## src/rtl/imem_loader.sv

```systemverilog
// Instruction-memory loader: packs a little-endian byte stream into 32-bit words
// and writes DEPTH of them from address 0. Optional IMEM_LOADER_CHECKSUM_EN adds a running sum of written words.
module imem_loader #(
    parameter int DEPTH = 64
) (
    input  logic        clk,
    input  logic        reset_n,
    input  logic        start,
    input  logic [7:0]  in_data,
    input  logic        in_valid,
    output logic        in_ready,
    output logic        we,
    output logic [31:0] wa,
    output logic [31:0] wd,
    output logic        busy,
    output logic        done
`ifdef IMEM_LOADER_CHECKSUM_EN
    ,
    output logic [31:0] checksum
`endif
);

    localparam logic [31:0] LAST_WA = 32'(4 * (DEPTH - 1));

    typedef enum logic [1:0] {
        ST_IDLE  = 2'd0,
        ST_RECV  = 2'd1,
        ST_WRITE = 2'd2,
        ST_DONE  = 2'd3
    } state_t;

    state_t      state_q, state_d;
    logic [1:0]  cnt_q, cnt_d;
    logic [31:0] wa_q, wa_d;
    logic [31:0] wd_q, wd_d;

    // Outputs are pure decodes of registered state, so no input reaches an output combinationally.
    assign in_ready = (state_q == ST_RECV);
    assign we       = (state_q == ST_WRITE);
    assign busy     = (state_q == ST_RECV) || (state_q == ST_WRITE);
    assign done     = (state_q == ST_DONE);
    assign wa       = wa_q;
    assign wd       = wd_q;

    // Next-state logic: byte assembly, write sequencing and address advance.
    always_comb begin
        state_d = state_q;
        cnt_d   = cnt_q;
        wa_d    = wa_q;
        wd_d    = wd_q;
        case (state_q)
            ST_IDLE, ST_DONE: begin
                if (start) begin
                    state_d = ST_RECV;
                    wa_d    = 32'd0;
                    cnt_d   = 2'd0;
                end else begin
                    state_d = state_q;
                end
            end
            ST_RECV: begin
                if (in_valid) begin
                    case (cnt_q)
                        2'd0:    wd_d[7:0]   = in_data;
                        2'd1:    wd_d[15:8]  = in_data;
                        2'd2:    wd_d[23:16] = in_data;
                        2'd3:    wd_d[31:24] = in_data;
                        default: wd_d        = wd_q;
                    endcase
                    cnt_d = cnt_q + 2'd1;
                    if (cnt_q == 2'd3) begin
                        state_d = ST_WRITE;
                    end else begin
                        state_d = ST_RECV;
                    end
                end else begin
                    state_d = ST_RECV;
                end
            end
            ST_WRITE: begin
                // The last word leaves wa parked on its address rather than wrapping.
                if (wa_q == LAST_WA) begin
                    state_d = ST_DONE;
                end else begin
                    wa_d    = wa_q + 32'd4;
                    state_d = ST_RECV;
                end
            end
            default: begin
                state_d = ST_IDLE;
            end
        endcase
    end

    // State and datapath registers.
    always_ff @(posedge clk or negedge reset_n) begin
        if (!reset_n) begin
            state_q <= ST_IDLE;
            cnt_q   <= 2'd0;
            wa_q    <= 32'd0;
            wd_q    <= 32'd0;
        end else begin
            state_q <= state_d;
            cnt_q   <= cnt_d;
            wa_q    <= wa_d;
            wd_q    <= wd_d;
        end
    end

`ifdef IMEM_LOADER_CHECKSUM_EN
    logic [31:0] csum_q, csum_d;

    assign checksum = csum_q;

    // Running checksum: cleared on an accepted start, accumulates each written word.
    always_comb begin
        csum_d = csum_q;
        if (((state_q == ST_IDLE) || (state_q == ST_DONE)) && start) begin
            csum_d = 32'd0;
        end else if (state_q == ST_WRITE) begin
            csum_d = csum_q + wd_q;
        end else begin
            csum_d = csum_q;
        end
    end

    // Checksum register.
    always_ff @(posedge clk or negedge reset_n) begin
        if (!reset_n) begin
            csum_q <= 32'd0;
        end else begin
            csum_q <= csum_d;
        end
    end
`endif

endmodule

```

## config.mk

```make
export PLATFORM = sky130hd
export DESIGN_NAME = imem_loader
export DESIGN_NICKNAME = d
export VERILOG_FILES = /design/src/rtl/imem_loader.sv
export SDC_FILE = /design/constraint.sdc
export NUM_CORES = 1
export LEC_CHECK = 0
export ABC_AREA = 1
export ABC_CLOCK_PERIOD_IN_PS = 2490
export BUFFER_PORTS_ARGS = -buffer_cell sky130_fd_sc_hd__buf_2
export CAP_MARGIN = 20
export CORE_UTILIZATION = 54
export DETAILED_ROUTE_END_ITERATION = 10
export HOLD_SLACK_MARGIN = 0.08
export PLACE_DENSITY = 0.91
export SYNTH_ARGS = -nofsm -noshare
export SYNTH_HDL_FRONTEND = slang
export SYNTH_SLANG_ARGS = --single-unit
```

## constraint.sdc

```tcl
create_clock -name clk -period 2.49 [get_ports clk]
set_clock_uncertainty 0.2 [all_clocks]
set_input_delay 0.1245 -clock clk [delete_from_list [all_inputs] [get_ports clk]]
set_output_delay 0.1245 -clock clk [all_outputs]
set_load 0.01 [all_outputs]
```

==> results.md <==
* Setup WS pre-CTS at ~0.32 ns
* Failing checks: design-rule violations
* Leakage power at ~2.1 nW
* DR DRC count at 16
* Netlist cell types at 29
* WL met2 at 4.35 mm
* R2R Path Start: state_q[0]$_DFFE_PN0P_
* Routed len/inst at 13.9 um
* Vias in the first global route at 3,152
* Filler cell count at 520
* Initial Utilization at between 50% and 60%
* RSZ-0062 raised after global routing: no
* Largest family of logic cells by synthesized area: simple AND/OR/NAND/NOR gates
* Adder-Cell Fraction of Synth Area at 2.77%
* PD cells at about 810 mW/mm^2
* Die H at approximately 84 um
* IR drop worst, VDD at roughly 0.63 mV
* Die area at around 0.007 mm^2
* Post-Syn Instances at roughly 450
* Setup-failing EPs final at 0
* Total CTS buffers at 9
* Post-synth top area cell: dfrtp_1
* Multi-input gate area at between 0.0015 and 0.002 mm^2
* Final Wtd Congestion at ~0.95
* Clock sinks at 66
* Worst r2r dst: wa[14]$_DFFE_PN0P_
* Max Freq at 455 MHz
* Finished Layout Cells at 623
* Diodes inserted at 0
* Post-route setup slack at 0.294 ns
* H-Tree Depth at 3
* Register area at ~0.0017 mm^2
* Top FF cell, synth: dfrtp_1
* Mean cell area of the mapped netlist at about 8 um^2
* Final period utilization at about nine tenths
* DP Cell Count at between 500 and 600
* Yosys warns at 0
* GR Overflow Total at 0
* Layout Utilization at about two thirds
* Status: finished, violations left
* Final Hold Fails at 0
* Top cells by area, synth: dfrtp_1, nand2_1, o21ai_2
* Multiplexer area fraction after synthesis at 0%
* Initial antenna violation count at 0
* First-pass GRT wire length at 14.6 mm
* Pin count of the biggest net entering global routing at 67
* Met3 WL post-DR at about 550 um
* Detailed Place HPWL at about 6.1 mm
* Actual slew at the worst max-slew pin at slightly above 0.8 ns
* Worst reg-to-reg path cell count at 8
* Max Slew Vio Count at 0
* Pwr Total at approximately 3.5 mW
* Cts repair resizes at 0
* Most frequent cells in the layout: nand2_1, buf_2, dfrtp_1
* Clock Latency Late Sink at ~0.35 ns
* DR iter-0 viols at 163
* Post-synth top area share at approximately 46%
* R2r setup slk at ~0.29 ns
* Worst slew margin at a little under half
* Post-Synth XOR/XNOR Area at about 3.6%
* Fin Setup TNS at 0 ns
* Seq cells post-synth at 66
* Root Buffer: clkbuf_8
* Post-Synth Simple-Gate Area at 28.6%
* Core Region at around 0.0064 mm^2
* Critical Path AT at between 2 and 2.5 ns
* Area fraction in compound gates after synthesis at 11.8%
* Final wirelength at ~8.6 mm
* Hold Crit Class: input pin to asynchronous set/reset pin
* CTS tree: yes
* Via-to-Cell Ratio at 5.26
* Clock Path Buffers at 2
* Antenna-violating nets left at 0
* Num ports at 80
* Count of buffers from port buffering at 77
* Area growth from synthesis to layout at 19.2%
* Final #Nets at ~560
* Die W at approximately 84 um
* Tmin final at around 2.2 ns
* Post-synth EDFFs at 0
* Data required, critical path at between 2 and 3 ns
* Placed cell areas at 0.00401 mm^2
* WS Path Type: register to register
* Sequential share of the synthesized area at between 40 and 50%
* CTS clk-pin slew, worst paths at roughly 0.07 ns
* CP Capture Type: register
* Mapped Area at 0.00362 mm^2
* Post-route cell area at approximately 0.0043 mm^2
* Top layer in use: met4
* Commonest non-fill, non-tap cell in the layout: nand2_1
* Worst Path Max Fanout at 33
* Drt pass-1 iters at 7
* GRT Overall Usage at 26.5%
* Layout cells sized above 1 at 25.3%
* Worst-case hold slack at approximately 0.28 ns
* Max-Cap Viols at 0
* Via count at ~3,300
* FFs w/ async S/R, synth at 100%
* Crit start category: register
* Metal1 wirelength at approximately 3.5 mm
* Rows at 29
[worst max-delay path, stage by stage (launching register included)]
cell and delay (ns):
dfrtp_1 0.39, inv_1 0.06, ha_1 0.31, inv_1 0.11, nor2_1 0.08, inv_1 0.22, nand3_4 0.38, nand2_1 0.22
o21ai_2 0.07
[sequential cells by signal, summed over array words and instances (netlist names)]
| signal | flops |
|---|---|
| wd | 32 |
| wa | 30 |
| cnt_q | 2 |
| state_q | 2 |
[cell type report]
| class | count | share of cell area (%) |
|---|---|---|
| multi-input cells | 332 | 39.5 |
| flip-flops and latches | 66 | 38.3 |
| repair buffers | 90 | 11.8 |
| inverters | 42 | 3.66 |
| clock buffers | 10 | 2.96 |
| well taps | 77 | 2.23 |
| clock inverters | 6 | 1.57 |
[synth_stat cells (2+ instances only)]
library cell,n
nand2_2,8
buf_6,2
buf_8,2
o21ai_0,37
dfrtp_1,66
nor2_2,3
xnor2_1,6
nand3_1,23
xor2_1,9
o21ai_2,25
clkbuf_1,4
buf_4,3
nand3_4,2
inv_1,42
nor2_4,2
nor2_1,47
ha_1,8
nand2_1,151
[worst max path at each step]
stage,from,to,cells past startpoint
after floorplan,state_q[0]$_DFFE_PN0P_,wa[16]$_DFFE_PN0P_,11
after global placement,state_q[0]$_DFFE_PN0P_,wa[14]$_DFFE_PN0P_,8
after detailed placement,state_q[0]$_DFFE_PN0P_,wa[14]$_DFFE_PN0P_,8
after CTS,state_q[0]$_DFFE_PN0P_,wa[14]$_DFFE_PN0P_,8
after global routing,state_q[0]$_DFFE_PN0P_,wa[2]$_DFFE_PN0P_,7
final,state_q[0]$_DFFE_PN0P_,wa[14]$_DFFE_PN0P_,8
[report_power, final]
group	leakage (nW)	internal, mW	switching [mW]	total, mW
registers	0.871	1.34	0.160	1.50
logic	1.17	0.385	0.717	1.10
clock network	0.0925	0.464	0.432	0.896
[routing by layer]
layer	track usage [%]	vias to the layer above
li1	-	1590
met1	31.4	1545
met5	0	-
met2	45.3	119
met3	7.52	22
met4	10.5	0
[cell families (layout without fill, tap and decap cells)]
logic type      Yosys count  in the layout
simple gates            241            241
compound gates           66             66
flops                    66             66
buf+inv                  54            148
xor+xnor                 15             15
fa+ha+maj                 8              8
other cells               1              2
[what timing repair did]
item	4_1_cts	5_1_grt
hold endpoints to repair	101	0
hold buffers	11	0
endpoints found under the setup margin	0	0
buffers inserted	0	0
(Power assumes the default switching activity.)
